### config.mk
export PLATFORM = sky130hd
export DESIGN_NAME = mbr_mem_ctrl_flat
export DESIGN_NICKNAME = d
export VERILOG_FILES = /design/src/rtl/mbr_pkg.sv /design/src/rtl/mbr_mem_ctrl_if.sv /design/src/rtl/mbr_ram.sv /design/src/rtl/mbr_mem_ctrl.sv /design/src/flat_wrapper.sv
export SDC_FILE = /design/constraint.sdc
export NUM_CORES = 1
export LEC_CHECK = 0
export ABC_CLOCK_PERIOD_IN_PS = 3500
export BUFFER_PORTS_ARGS = -buffer_cell sky130_fd_sc_hd__buf_2
export CAP_MARGIN = 20
export CORE_UTILIZATION = 30
export CTS_BUF_LIST = sky130_fd_sc_hd__clkbuf_2
export CTS_CLUSTER_DIAMETER = 120
export DETAILED_ROUTE_END_ITERATION = 8
export PLACE_DENSITY_LB_ADDON = 0.25
export SLEW_MARGIN = 10
export SYNTH_ARGS = -nofsm -noshare
export SYNTH_HDL_FRONTEND = slang
export SYNTH_SLANG_ARGS = --single-unit
### constraint.sdc
create_clock -name clk -period 3.5 [get_ports clk]
set_input_delay 0.35 -clock clk [delete_from_list [all_inputs] [get_ports clk]]
set_output_delay 0.35 -clock clk [all_outputs]
set_load 0.01 [all_outputs]
### src/rtl/mbr_pkg.sv
// Shared types and default sizes for the memory buffer register controller.
package mbr_pkg;

   localparam int unsigned MBR_DATA_W = 8;
   localparam int unsigned MBR_ADDR_W = 4;
   localparam int unsigned MBR_DEPTH  = 16;
   localparam int unsigned MBR_RD_LAT = 1;

   typedef enum logic [1:0] {
      ST_IDLE    = 2'd0,
      ST_RD_WAIT = 2'd1,
      ST_RD_LOAD = 2'd2,
      ST_WR      = 2'd3
   } state_e;

endpackage

### src/rtl/mbr_mem_ctrl_if.sv
// CPU-side command/data bus of the MBR controller.
interface mbr_mem_ctrl_if
   import mbr_pkg::*;
#(
   parameter int unsigned DATA_W = MBR_DATA_W,
   parameter int unsigned ADDR_W = MBR_ADDR_W
);
   logic              mbr_in;
   logic              mbr_out;
   logic              mem_rd;
   logic              mem_wr;
   logic [ADDR_W-1:0] pointer;
   logic [DATA_W-1:0] data_in;
   logic [DATA_W-1:0] data_out;
   logic              busy;
   logic              done;
   logic              addr_err;

   modport master (
      output mbr_in, mbr_out, mem_rd, mem_wr, pointer, data_in,
      input  data_out, busy, done, addr_err
   );

   modport slave (
      input  mbr_in, mbr_out, mem_rd, mem_wr, pointer, data_in,
      output data_out, busy, done, addr_err
   );
endinterface

### src/rtl/mbr_ram.sv
// Single-port synchronous RAM, read-first, with an RD_LAT-stage read pipeline.
// Out-of-range addresses never write and read back as zero.
module mbr_ram
   import mbr_pkg::*;
#(
   parameter int unsigned DATA_W = MBR_DATA_W,
   parameter int unsigned ADDR_W = MBR_ADDR_W,
   parameter int unsigned DEPTH  = MBR_DEPTH,
   parameter int unsigned RD_LAT = MBR_RD_LAT
) (
   input  logic              clk,
   input  logic              rst_n,
   input  logic              we,
   input  logic [ADDR_W-1:0] addr,
   input  logic [DATA_W-1:0] wdata,
   output logic [DATA_W-1:0] rdata
);
   localparam int unsigned IDX_W = (DEPTH > 1) ? $clog2(DEPTH) : 1;

   logic [DATA_W-1:0] mem  [DEPTH];
   logic [DATA_W-1:0] pipe [RD_LAT];
   logic              in_range_c;
   logic [IDX_W-1:0]  idx_c;
   logic [DATA_W-1:0] rd_word_c;

   assign in_range_c = 32'(addr) < DEPTH;
   assign idx_c      = IDX_W'(addr);
   assign rd_word_c  = in_range_c ? mem[idx_c] : '0;
   assign rdata      = pipe[RD_LAT-1];

   // Storage array; contents are deliberately not reset.
   always_ff @(posedge clk) begin
      if (we && in_range_c) mem[idx_c] <= wdata;
   end

   // Read pipeline; stage 0 samples the array before any same-edge write.
   always_ff @(posedge clk or negedge rst_n) begin
      if (!rst_n) begin
         for (int i = 0; i < int'(RD_LAT); i++) pipe[i] <= '0;
      end else begin
         pipe[0] <= rd_word_c;
         for (int i = 1; i < int'(RD_LAT); i++) pipe[i] <= pipe[i-1];
      end
   end
endmodule

### src/rtl/mbr_mem_ctrl.sv
// Memory buffer register with local RAM, command sequencing and busy/done handshake.
module mbr_mem_ctrl
   import mbr_pkg::*;
#(
   parameter int unsigned DATA_W = MBR_DATA_W,
   parameter int unsigned ADDR_W = MBR_ADDR_W,
   parameter int unsigned DEPTH  = MBR_DEPTH,
   parameter int unsigned RD_LAT = MBR_RD_LAT
) (
   input  logic           clk,
   input  logic           rst_n,
   mbr_mem_ctrl_if.slave  bus
);
   localparam int unsigned CNT_W = $clog2(RD_LAT + 1);

   state_e            state_q, state_d;
   logic [CNT_W-1:0]  cnt_q;
   logic [ADDR_W-1:0] addr_q;
   logic [DATA_W-1:0] mbr_q, wdata_q, data_out_q, ram_rdata;
   logic              ready_q, busy_q, done_q, addr_err_q;
   logic              cmd_ok_c, in_range_c, ram_we_c;
   logic              take_rd_c, take_wr_c, take_ld_c, take_out_c;
   logic              busy_d, done_d, addr_err_d;
   logic [ADDR_W-1:0] ram_addr_c;

   assign cmd_ok_c   = (state_q == ST_IDLE) && ready_q;
   assign in_range_c = 32'(addr_q) < DEPTH;
   assign ram_addr_c = (state_q == ST_IDLE) ? bus.pointer : addr_q;

   assign bus.data_out = data_out_q;
   assign bus.busy     = busy_q;
   assign bus.done     = done_q;
   assign bus.addr_err = addr_err_q;

   mbr_ram #(
      .DATA_W (DATA_W),
      .ADDR_W (ADDR_W),
      .DEPTH  (DEPTH),
      .RD_LAT (RD_LAT)
   ) u_ram (
      .clk   (clk),
      .rst_n (rst_n),
      .we    (ram_we_c),
      .addr  (ram_addr_c),
      .wdata (wdata_q),
      .rdata (ram_rdata)
   );

   // State register.
   always_ff @(posedge clk or negedge rst_n) begin
      if (!rst_n) state_q <= ST_IDLE;
      else        state_q <= state_d;
   end

   // Next-state logic; a read outranks a write, a write outranks a load.
   always_comb begin
      state_d = state_q;
      case (state_q)
         ST_IDLE: begin
            if (cmd_ok_c && bus.mem_rd)      state_d = ST_RD_WAIT;
            else if (cmd_ok_c && bus.mem_wr) state_d = ST_WR;
         end
         ST_RD_WAIT: if (cnt_q == CNT_W'(1)) state_d = ST_RD_LOAD;
         ST_RD_LOAD: state_d = ST_IDLE;
         ST_WR:      state_d = ST_IDLE;
         default:    state_d = ST_IDLE;
      endcase
   end

   // Command decode and next values of the registered outputs.
   always_comb begin
      take_rd_c  = cmd_ok_c && bus.mem_rd;
      take_wr_c  = cmd_ok_c && !bus.mem_rd && bus.mem_wr;
      take_ld_c  = cmd_ok_c && !bus.mem_rd && !bus.mem_wr && bus.mbr_in;
      take_out_c = cmd_ok_c && bus.mbr_out;
      busy_d     = (state_d != ST_IDLE);
      done_d     = 1'b0;
      ram_we_c   = 1'b0;
      case (state_q)
         ST_RD_LOAD: done_d = 1'b1;
         ST_WR: begin
            done_d   = 1'b1;
            ram_we_c = 1'b1;
         end
         default: ;
      endcase
      addr_err_d = done_d && !in_range_c;
   end

   // Datapath and output registers.
   always_ff @(posedge clk or negedge rst_n) begin
      if (!rst_n) begin
         ready_q    <= 1'b0;
         busy_q     <= 1'b0;
         done_q     <= 1'b0;
         addr_err_q <= 1'b0;
         data_out_q <= '0;
         mbr_q      <= '0;
         wdata_q    <= '0;
         addr_q     <= '0;
         cnt_q      <= '0;
      end else begin
         ready_q    <= 1'b1;
         busy_q     <= busy_d;
         done_q     <= done_d;
         addr_err_q <= addr_err_d;
         if (take_out_c) data_out_q <= mbr_q;
         if (take_rd_c || take_wr_c) addr_q <= bus.pointer;
         if (take_wr_c) wdata_q <= mbr_q;
         if (take_rd_c)                  cnt_q <= CNT_W'(RD_LAT);
         else if (state_q == ST_RD_WAIT) cnt_q <= cnt_q - CNT_W'(1);
         if (take_ld_c)                  mbr_q <= bus.data_in;
         else if (state_q == ST_RD_LOAD) mbr_q <= ram_rdata;
      end
   end
endmodule

### src/flat_wrapper.sv
// flat-port wrapper written by rule: the top's interface ports become plain ports
module mbr_mem_ctrl_flat import mbr_pkg::*;
#(
   parameter int unsigned DATA_W = MBR_DATA_W,
   parameter int unsigned ADDR_W = MBR_ADDR_W,
   parameter int unsigned DEPTH  = MBR_DEPTH,
   parameter int unsigned RD_LAT = MBR_RD_LAT
)
  (clk, rst_n, bus_mbr_in, bus_mbr_out, bus_mem_rd, bus_mem_wr, bus_pointer, bus_data_in, bus_data_out, bus_busy, bus_done, bus_addr_err);
  mbr_mem_ctrl_if #(.DATA_W(DATA_W), .ADDR_W(ADDR_W)) bus_i ();
  input  logic clk;
  input  logic rst_n;
  input wire logic [$bits(bus_i.mbr_in)-1:0] bus_mbr_in;
  input wire logic [$bits(bus_i.mbr_out)-1:0] bus_mbr_out;
  input wire logic [$bits(bus_i.mem_rd)-1:0] bus_mem_rd;
  input wire logic [$bits(bus_i.mem_wr)-1:0] bus_mem_wr;
  input wire logic [$bits(bus_i.pointer)-1:0] bus_pointer;
  input wire logic [$bits(bus_i.data_in)-1:0] bus_data_in;
  output wire logic [$bits(bus_i.data_out)-1:0] bus_data_out;
  output wire logic [$bits(bus_i.busy)-1:0] bus_busy;
  output wire logic [$bits(bus_i.done)-1:0] bus_done;
  output wire logic [$bits(bus_i.addr_err)-1:0] bus_addr_err;
  assign bus_i.mbr_in = bus_mbr_in;
  assign bus_i.mbr_out = bus_mbr_out;
  assign bus_i.mem_rd = bus_mem_rd;
  assign bus_i.mem_wr = bus_mem_wr;
  assign bus_i.pointer = bus_pointer;
  assign bus_i.data_in = bus_data_in;
  assign bus_data_out = bus_i.data_out;
  assign bus_busy = bus_i.busy;
  assign bus_done = bus_i.done;
  assign bus_addr_err = bus_i.addr_err;
  mbr_mem_ctrl #(.DATA_W(DATA_W), .ADDR_W(ADDR_W), .DEPTH(DEPTH), .RD_LAT(RD_LAT)) u_core (.clk(clk), .rst_n(rst_n), .bus(bus_i));
endmodule
==> results.py, run 1 <==
metrics = {
    "clock_network": {
        "cts_max_path_buffers": 2,
        "cts-buffers-inserted": 17,
        "cts_root_buffer": "clkbuf_2",
        "h-tree-depth": 4,
        "clock-sinks": 170,
        "cts_tree": "built",
        "path_clk_slew_ps": 230,
        "clkLatencyLatePin_ps": 730,
    },
    "route": {
        "avgViaCountPerCell": 5.03,
        "vias": 4104,
        "drt-initial-drc-count": 369,
        "antenna_left": 0,
        "totalWireLength_um": 16000,
        "dr.pass1.iters": 5,
        "wl_per_cell_um": 19.7,
        "drc": 0,
    },
    "yosys": {
        "synth_edf_count": 128,
        "yosysWarnings": 0,
        "syn_area_um2": 6910,
        "syn_nets": 492,
        "post_synth.cell_area_avg_um2": 14.6,
        "synth.distinct_cells": 41,
        "syn_inst": 474,
        "synth-async-reset-ratio_pct": 24.7,
        "ys.flop_type": "edfxtp_1",
        "synth_seq_cells": 170,
        "ys_seq_area_share_pct": 70.9,
    },
    "sta": {
        "finalCriticalPeriod_ps": 2550,
        "finalHoldViolCount": 0,
        "fmax_ghz": 0.393,
        "min_period_over_period_pct": 72.7,
        "rsz0062_at_grt": "false",
        "setup_slack_ps": 955,
        "maxSlewViolCount": 0,
        "slew_headroom_pct": 26.0,
        "hold_slack_ps": 201,
        "fin_skew_ps": 25.5,
        "setup-violations-final": 0,
        "setup-tns-final_ps": 0,
        "worstMarginPinSlew_ps": 1100,
    },
    "layout": {
        "area_delta_synth_final_pct": 12.3,
        "layoutNonFillerInstCount": 816,
        "final_area_um2": 7760,
        "drive_above_1_share_pct": 18.3,
        "nNetsFinal": 535,
    },
    "setup_path": {
        "crit_type": "flop to flop",
        "cp.arrival_ps": 2920,
        "required_ps": 3880,
        "reg2reg_slack_ps": 950,
        "critPathMaxFanout": 14,
        "crit_path_end_kind": "flop",
        "cp-start-kind": "flop",
    },
    "global_route": {
        "antenna_found_initial": 1,
        "grt_pass1_wl_um": 24900,
        "grt_use_total_pct": 14.3,
        "grt_max_degree": 43,
        "grt_pass1_vias": 4082,
        "overflow": 0,
    },
    "status": {
        "status": "completed",
    },
    "die": {
        "die_x_um": 154,
        "rows": 55,
        "ios": 29,
        "fp.dieH_um": 154,
        "fp.dieArea_um2": 23600,
        "core_um2": 22600,
        "start_util_pct": 30.5,
    },
    "placed_design": {
        "io_buffer_count": 27,
        "place_hpwl_um": 10500,
        "placedCellCount": 767,
        "place_worst_setup_slack_ps": 922,
        "gp_congestion": 0.834,
        "dpl_cell_area_um2": 7320,
    },
    "power": {
        "p_leak_nw": 2.76,
        "p_per_area_nw_per_um2": 826,
        "ir_worst_vdd_mv": 0.305,
    },
    "job": {
        "max-cap-violations": 0,
    },
    "min_path": {
        "hold_class": "input pin to flop",
    },
}
==> synthesized netlist by cell type, types with 3 or more instances <==
cell type / instances / area share [%]
edfxtp_1: 128 / 56
dfrtp_1: 42 / 15
mux2i_1: 37 / 5.4
nand3_1: 32 / 2.3
o21ai_0: 31 / 2.2
mux2_2: 21 / 3.4
nor3_1: 20 / 1.4
nand2_1: 19 / 1.0
a21oi_1: 17 / 1.2
nor2_1: 17 / 0.92
buf_2: 16 / 1.2
o221ai_1: 16 / 2.0
nand4_1: 9 / 0.82
o21ai_1: 9 / 0.65
clkbuf_1: 8 / 0.43
o2bb2ai_1: 8 / 1.0
a22oi_1: 5 / 0.54
buf_4: 5 / 0.54
nand2b_1: 4 / 0.36
buf_6: 3 / 0.49
==> area by class of cell <==
| class | count | area [µm²] |
|---|---|---|
| clock inverter | 11 | 169 |
| multi-input combinational | 271 | 1830 |
| sequential | 170 | 4890 |
| clock buffer | 21 | 105 |
| timing repair buffer | 56 | 398 |
| tap | 285 | 357 |
| antenna | 1 | 2.50 |
| fill | 2208 | 14900 |
| inverter | 1 | 3.75 |
==> power by group <==
group          switching (mW)  total [mW]  internal (mW)  leakage (nW)
combinational            1.30        2.13          0.832         0.934
sequential              0.480        3.14           2.66          1.66
clock                   0.654        1.14          0.485         0.171
total                    2.43        6.41           3.98          2.76
==> worst max-delay path: stages, from the launching register on <==
cell      delay, ps
dfrtp_1         530
nor2_1          140
buf_4           210
mux2_2          490
nand2b_1        250
nor2_1          590
==> flip-flops by register name (all words and copies together) (netlist names) <==
signal / flops
u_core.mbr_q: 8
u_core.u_ram.rdata: 8
u_core.ready_q: 1
u_core.cnt_q: 1
u_core.state_q: 2
u_core.u_ram.mem: 128
u_core.addr_q: 4
u_core.bus.busy: 1
u_core.wdata_q: 8
u_core.bus.done: 1
u_core.bus.data_out: 8
==> cell usage in the layout (no fill, tap or decap), types with 2 or more instances in the layout <==
cell           instances
a21oi_1               17
a22oi_1                5
a31oi_1                2
and3_1                 2
buf_2                 27
buf_4                 13
bufinv_16              4
clkbuf_2              21
clkinv_4               3
conb_1                 2
dfrtp_1               42
dlygate4sd3_1         15
edfxtp_1             128
mux2_2                21
mux2i_1               37
nand2_1               19
nand2b_1               4
nand3_1               32
nand3b_1               2
nand4_1                9
nor2_1                17
nor3_1                20
o21a_1                 2
o21ai_0               31
o21ai_1                9
o221ai_1              16
o2bb2ai_1              8
or4b_1                 2
==> logic make-up (layout without fill, tap and decap cells) <==
| group | Yosys count | after routing | synth area share [%] |
|---|---|---|---|
| multiplexers | 58 | 58 | 8.78 |
| AND/OR/NAND/NOR | 118 | 118 | 9.11 |
| flip-flops | 170 | 170 | 70.9 |
| buffers and inverters | 33 | 89 | 2.68 |
| other | 2 | 3 | 0.109 |
| AO/OA/AOI/OAI | 93 | 93 | 8.46 |
==> layer usage <==
metal	routed length (µm)	share of wire, %	track usage (%)	vias up
li1	-	-	-	1912
met1	7310	46	19.2	2036
met2	7730	48	22.5	136
met3	701	4.4	3.21	20
met4	304	1.9	5.57	0
met5	0	0	0	-
==> path summary, 6_finish.rpt <==
path | startpoint | end | depth (start not counted)
min in group asynchronous | rst_n | u_core.bus.busy | 2
setup / recovery | u_core.state_q[1] | u_core.u_ram.mem[2][1] | 5
hold reg to reg | u_core.u_ram.rdata[6] | u_core.mbr_q[6] | 2
hold / removal | bus_mbr_in | u_core.mbr_q[3] | 4
setup reg to reg | u_core.state_q[1] | u_core.u_ram.mem[2][1] | 5
max in group asynchronous | rst_n | u_core.u_ram.rdata[3] | 2
==> stage by stage <==
stage          total power, mW  utilization (%)
5_1_grt                   6.77             34.3
3_3_place_gp              5.29             32.3
2_1_floorplan             4.53                -
4_1_cts                   6.46             34.2
3_5_place_dp              5.31             32.3
6_report                  6.41             34.3
==> what timing repair did <==
item | CTS | global route
buffers inserted | 0 | 0
hold buffers | 15 | 0
resized for setup | 0 | 0
hold endpoints to repair | 56 | 0
Note: power is estimated with default switching activity, not from simulation.
==> run 2, diff against run 1 <==
--- a/config.mk
+++ b/config.mk
@@ -5,7 +5,7 @@
 export SDC_FILE = /design/constraint.sdc
 export NUM_CORES = 1
 export LEC_CHECK = 0
-export ABC_CLOCK_PERIOD_IN_PS = 3500
+export ABC_CLOCK_PERIOD_IN_PS = 2080
 export BUFFER_PORTS_ARGS = -buffer_cell sky130_fd_sc_hd__buf_2
 export CAP_MARGIN = 20
 export CORE_UTILIZATION = 30
==> constraint.sdc (replaced) <==
create_clock -name clk -period 2.08 [get_ports clk]
set_input_delay 0.208 -clock clk [delete_from_list [all_inputs] [get_ports clk]]
set_output_delay 0.208 -clock clk [all_outputs]
set_load 0.01 [all_outputs]
==> run 2 against run 1 <==
Sequential cell count did not move. Via count rose by 5.7%. Clock-buffer cell count fell by 4. Sequential share of layout area fell by 3.3 points. Maximum frequency rose by 28%. Cell count rose by 5.1%. Highest routed layer unchanged. Largest power group unchanged. Utilization rose by 1.9 points. Clock power rose by 68%.
==> results.py, run 2 (synthesis results as in run 1) <==
metrics = {
    "global_route": {
        "grt_use_total_pct": 15.5,
        "antenna_found_initial": 1,
        "grt_max_degree": 33,
        "overflow": 0,
        "grt_pass1_wl_um": 26800,
        "grt_pass1_vias": 4357,
    },
    "clock_network": {
        "cts_tree": "built",
        "h-tree-depth": 4,
        "cts_max_path_buffers": 2,
        "clock-sinks": 170,
        "path_clk_slew_ps": 260,
        "cts-buffers-inserted": 17,
        "clkLatencyLatePin_ps": 740,
        "cts_root_buffer": "clkbuf_2",
    },
    "job": {
        "max-cap-violations": 0,
    },
    "sta": {
        "finalHoldViolCount": 0,
        "worstMarginPinSlew_ps": 835,
        "maxSlewViolCount": 0,
        "setup-tns-final_ps": 0,
        "setup-violations-final": 0,
        "slew_headroom_pct": 44.3,
        "fmax_ghz": 0.501,
        "finalCriticalPeriod_ps": 2000,
        "rsz0062_at_grt": "false",
        "setup_slack_ps": 84.8,
        "fin_skew_ps": 32.6,
        "min_period_over_period_pct": 95.9,
    },
    "layout": {
        "fin_util_pct": 36.2,
        "largest_reg_flops": 128,
        "fillCellCount": 2125,
        "layout_common_cells": "128 x edfxtp_1, 44 x buf_4, 42 x dfrtp_1",
        "drive_above_1_share_pct": 25.3,
        "area_delta_synth_final_pct": 18.5,
        "nNetsFinal": 577,
        "regMostFlops": "u_core.u_ram.mem",
        "final_common_cell": "edfxtp_1",
        "layoutNonFillerInstCount": 858,
    },
    "route": {
        "dr.pass1.iters": 5,
        "avgViaCountPerCell": 5.05,
        "vias": 4336,
        "drt-initial-drc-count": 447,
        "antenna_left": 0,
        "drc": 0,
        "totalWireLength_um": 17300,
        "wl_per_cell_um": 20.2,
    },
    "setup_path": {
        "cp-endpoint": "u_core.u_ram.mem[7][4]",
        "cp-start-kind": "flop",
        "cp.arrival_ps": 2460,
        "required_ps": 2550,
        "cp-startpoint": "u_core.state_q[1]",
        "crit_type": "flop to flop",
        "crit_path_end_kind": "flop",
        "r2r_end": "u_core.u_ram.mem[7][4]",
        "critPathMaxFanout": 8,
        "reg2reg_slack_ps": 80,
        "r2r_cells": 5,
        "r2r-start": "u_core.state_q[1]",
    },
    "placed_design": {
        "place_hpwl_um": 11400,
        "gp_congestion": 0.865,
        "place_worst_setup_slack_ps": -123,
        "io_buffer_count": 27,
        "placedCellCount": 799,
    },
    "die": {
        "die_x_um": 154,
        "ios": 29,
        "rows": 55,
        "fp.dieH_um": 154,
        "core_um2": 22600,
        "start_util_pct": 30.5,
        "fp.dieArea_um2": 23600,
    },
    "power": {
        "p_leak_nw": 2.98,
        "p_total_mw": 11.4,
        "ir_worst_vdd_mv": 0.500,
        "p_per_area_nw_per_um2": 1390,
    },
    "min_path": {
        "hold_class": "input pin to flop",
    },
    "status": {
        "status": "completed",
    },
}
run 2: cell count changes in the layout (fill, tap and decap cells not counted), sizes merged:
cell         delta
clkinvlp        +1
bufinv          -1
dlygate4sd3     +6
clkinv          +1
clkbuf          -4
buf            +36
inv             +3
run 2: where the power goes:
group / internal (mW) / switching [mW]
clock network: 0.704 / 1.22
registers: 4.48 / 0.816
logic: 1.79 / 2.38
run 2: area by class of cell:
class | instances | area, µm² | area share (%)
antenna | 1 | 2.50 | 0.0306
clock buffer | 17 | 85.1 | 1.04
clock inverter | 15 | 190 | 2.32
inverter | 1 | 3.75 | 0.0458
multi-input combinational | 271 | 1870 | 22.9
sequential | 170 | 4890 | 59.8
tap | 285 | 357 | 4.36
timing repair buffer | 98 | 782 | 9.55
run 2: worst min path at each step:
stage / from / endpoint / depth (start not counted)
detailed placement: rst_n / u_core.bus.done / 1
finish: bus_mbr_out / u_core.bus.data_out[6] / 3
floorplan: rst_n / u_core.addr_q[0] / 0
global placement: rst_n / u_core.bus.busy / 1
CTS: bus_mbr_out / u_core.bus.data_out[6] / 3
global route: bus_mbr_out / u_core.bus.data_out[3] / 3
run 2: what timing repair did:
action	in CTS	in global routing
hold buffers	21	0
hold endpoints to repair	67	0
setup endpoints to repair	26	7
buffers inserted	0	4
gates resized for setup	6	5
run 2: through the flow:
step	area, µm²	hold slack (ps)
after global routing	8190	28.9
after CTS	8130	16.8
after detailed placement	7620	223
final	8190	105
after floorplan	6930	-87.6
after global placement	7620	214
run 2: worst max-delay path, cell delays in order, from the launching register on:
cell	delay (ps)
dfrtp_1	490
nor2_2	230
mux2_2	440
buf_4	190
nor3_4	180
buf_4	200
run 2: metal layers:
layer / vias up / GRT usage, % / part of all wire (%)
met3: 20 / 3.44 / 4.2
li1: 2005 / - / -
met1: 2194 / 21.1 / 47
met4: 0 / 6.90 / 2.5
met5: - / 0 / 0
met2: 117 / 23.7 / 46
==> run 3, diff against run 2 <==
--- a/config.mk
+++ b/config.mk
@@ -5,7 +5,8 @@
 export SDC_FILE = /design/constraint.sdc
 export NUM_CORES = 1
 export LEC_CHECK = 0
-export ABC_CLOCK_PERIOD_IN_PS = 2080
+export ABC_AREA = 1
+export ABC_CLOCK_PERIOD_IN_PS = 1800
 export BUFFER_PORTS_ARGS = -buffer_cell sky130_fd_sc_hd__buf_2
 export CAP_MARGIN = 20
 export CORE_UTILIZATION = 30
@@ -16,4 +17,5 @@
 export SLEW_MARGIN = 10
 export SYNTH_ARGS = -nofsm -noshare
 export SYNTH_HDL_FRONTEND = slang
+export SYNTH_HIERARCHICAL = 1
 export SYNTH_SLANG_ARGS = --single-unit
==> constraint.sdc (replaced) <==
create_clock -name clk -period 1.8 [get_ports clk]
set_input_delay 0.18 -clock clk [delete_from_list [all_inputs] [get_ports clk]]
set_output_delay 0.18 -clock clk [all_outputs]
set_load 0.01 [all_outputs]
==> run 3 against run 2 <==
Worst hold slack improved by 140 ps. Clock power is 4% lower. Register-to-register slack lost 80 ps. Die area up 4.4%. First-iteration DRC count down 39%. Sequential share of layout area decreased by 5.3 points. Critical path depth up 1. Clock skew grew 4.8 ps. Combinational power up 71%. Setup slack worse by 84 ps.
==> results.py, run 3 <==
metrics = {
    "status": {
        "status": "completed",
    },
    "route": {
        "dr.pass1.iters": 5,
        "vias": 5080,
        "wl_per_cell_um": 15.4,
        "drc": 0,
        "drt-initial-drc-count": 271,
        "totalWireLength_um": 18000,
        "avgViaCountPerCell": 4.34,
        "antenna_left": 0,
    },
    "setup_path": {
        "cp-start-kind": "flop",
        "critPathMaxFanout": 8,
        "critical-path-max-stage-delay_ps": 440,
        "crit_path_top_delay_cell": "dfrtp_1",
        "path_buf_inv": 2,
        "crit_path_end_kind": "flop",
        "cp.arrival_ps": 2240,
        "crit_chain": "inv_2, nand2_4, o21ai_4, buf_12, nand3_4, nor2_4",
        "crit_family": "simple AND/OR/NAND/NOR gates",
        "required_ps": 2240,
        "crit_type": "flop to flop",
    },
    "job": {
        "max-cap-violations": 0,
    },
    "yosys": {
        "synthMuxAreaShare_pct": 0,
        "synthAdderAreaFrac_pct": 0,
        "synth_top_cell_area_share_pct": 53.3,
        "synth_seq_cells": 170,
        "synth_edf_count": 128,
        "syn_inst": 743,
        "post_synth.cell_area_avg_um2": 9.71,
        "synth-compound-area-share_pct": 0.728,
        "ys.flop_type": "edfxtp_1",
        "yosysWarnings": 6,
        "synth.distinct_cells": 20,
        "synth_top_family_by_area": "simple AND/OR/NAND/NOR gates",
        "netlist_top_cells_area": "edfxtp_1 53%, nand2_1 22%, dfrtp_1 15%",
        "synth-async-reset-ratio_pct": 24.7,
        "yosys-top-cells-count": "425 x nand2_1, 128 x edfxtp_1, 42 x dfrtp_1, 39 x inv_1, 38 x nand3_1",
        "synth-xor-area-share_pct": 0,
        "yosysMostFrequentCell": "nand2_1",
        "ys_seq_area_share_pct": 67.8,
        "syn_nets": 761,
        "yosysTopAreaCell": "edfxtp_1",
        "synth_simple_gate_area_share_pct": 26.9,
        "syn_area_um2": 7210,
    },
    "sta": {
        "setup-tns-final_ps": 0,
        "maxSlewViolCount": 0,
        "finalHoldViolCount": 0,
        "setup-violations-final": 0,
        "finalCriticalPeriod_ps": 1800,
        "min_period_over_period_pct": 100,
        "fmax_ghz": 0.556,
        "hold_slack_ps": 244,
        "rsz0062_at_grt": "true",
        "setup_slack_ps": 0.634,
        "worstMarginPinSlew_ps": 501,
        "fin_skew_ps": 37.4,
        "slew_headroom_pct": 66.6,
    },
    "clock_network": {
        "cts-buffers-inserted": 17,
        "path_clk_slew_ps": 220,
        "cts_tree": "built",
        "cts_max_path_buffers": 2,
        "cts_root_buffer": "clkbuf_2",
        "clock-sinks": 170,
        "clkLatencyLatePin_ps": 760,
        "h-tree-depth": 4,
    },
    "placed_design": {
        "io_buffer_count": 27,
        "place_worst_setup_slack_ps": -76.5,
        "place_hpwl_um": 11600,
        "gp_congestion": 0.805,
    },
    "power": {
        "p_int_mw": 8.30,
        "p_per_area_nw_per_um2": 1600,
        "combPwrFrac_pct": 49.6,
        "power_switching_mw": 6.04,
        "p_leak_nw": 4.00,
        "seq_power_share_pct": 37.6,
        "pwr-share-clk_pct": 12.8,
        "ir_worst_vdd_mv": 0.812,
        "power.switching_fraction_pct": 42.1,
        "p_total_mw": 14.3,
    },
    "die": {
        "die_x_um": 157,
        "rows": 56,
        "fp.dieArea_um2": 24700,
        "fp.dieH_um": 157,
        "ios": 29,
        "start_util_pct": 30.6,
        "core_um2": 23500,
    },
    "layout": {
        "fillCellCount": 2409,
        "nNetsFinal": 856,
        "regMostFlops": "u_core/u_ram/mem",
        "largest_reg_flops": 128,
        "layout_common_cells": "395 x nand2_1, 128 x edfxtp_1, 42 x dfrtp_1",
        "seqCellArea_um2": 4890,
        "final_common_cell": "nand2_1",
        "area_delta_synth_final_pct": 24.5,
        "drive_above_1_share_pct": 22.7,
        "multi_input_area_um2": 2300,
        "fin_util_pct": 38.1,
    },
    "global_route": {
        "grt_use_total_pct": 15.0,
        "grt_max_degree": 33,
        "grt_pass1_wl_um": 27000,
        "antenna_found_initial": 1,
        "grt_pass1_vias": 4878,
        "overflow": 0,
    },
    "min_path": {
        "hold_class": "input pin to flop",
    },
}
[run 3: power by group through the flow]
stage | combinational, mW | clock (mW) | sequential, mW
3_5_place_dp | 6.02 | 0 | 5.47
2_1_floorplan | 3.46 | 0 | 5.61
3_3_place_gp | 6.02 | 0 | 5.47
5_1_grt | 7.87 | 2.06 | 5.43
6_report | 7.12 | 1.84 | 5.39
4_1_cts | 6.23 | 1.92 | 5.38
[run 3: routing by layer]
metal	up-vias	track usage [%]	wire, µm
met5	-	0	0
li1	2558	-	-
met4	0	5.04	236
met3	13	2.48	503
met1	2427	20.5	8830
met2	82	24.1	8420
[run 3: layout make-up]
| type | count | area share [%] |
|---|---|---|
| Inverter | 44 | 1.91 |
| Timing Repair Buffer | 102 | 11.3 |
| Clock buffer | 20 | 1.11 |
| Multi-Input combinational cell | 503 | 25.6 |
| Tap cell | 319 | 4.44 |
| Sequential cell | 170 | 54.5 |
| Antenna cell | 1 | 0.0279 |
| Clock inverter | 12 | 1.09 |
[run 3: tightest hold or removal path, delay by kind of cell]
kind | cells | cell delay [ps]
buffers and inverters | 3 | 700
AOI/OAI and AO/OA | 1 | 90
[run 3: logic make-up (layout without fill, tap and decap cells)]
kind of cell	count (synthesis)	after routing
DFF	170	170
AOI/OAI and AO/OA	10	10
and+or+nand+nor	490	491
other	2	3
buffers and inverters	71	178
[run 3: through the flow]
| stage | cells | instance area (µm²) |
|---|---|---|
| 2_1_floorplan | 743 | 7410 |
| 3_3_place_gp | 1102 | 8160 |
| 3_5_place_dp | 1102 | 8160 |
| 4_1_cts | 1157 | 8610 |
| 5_1_grt | 1171 | 8980 |
| 6_report | 1171 | 8980 |
[run 3: final timing paths]
path / end / start / slack, ps / cells after the start
max: u_core/u_ram/mem[1][7] / u_core/state_q[0] / 0.6 / 6
min: u_core/addr_q[3] / bus_pointer[3] / 240 / 4
max reg2reg: u_core/u_ram/mem[1][7] / u_core/state_q[0] / 0.6 / 6
min reg2reg: u_core/bus.data_out[5] / u_core/bus.data_out[5] / 500 / 2
max in group asynchronous: u_core/u_ram/rdata[4] / rst_n / 820 / 4
min in group asynchronous: u_core/u_ram/rdata[3] / rst_n / 360 / 3
[run 3: repair_timing]
action / in CTS / in global routing
cloned: 1 / 6
gates resized for setup: 9 / 42
hold buffers: 19 / 0
hold endpoints to repair: 74 / 0
buffers inserted: 3 / 7
endpoints found under the setup margin: 70 / 131
pin swaps: 5 / 24
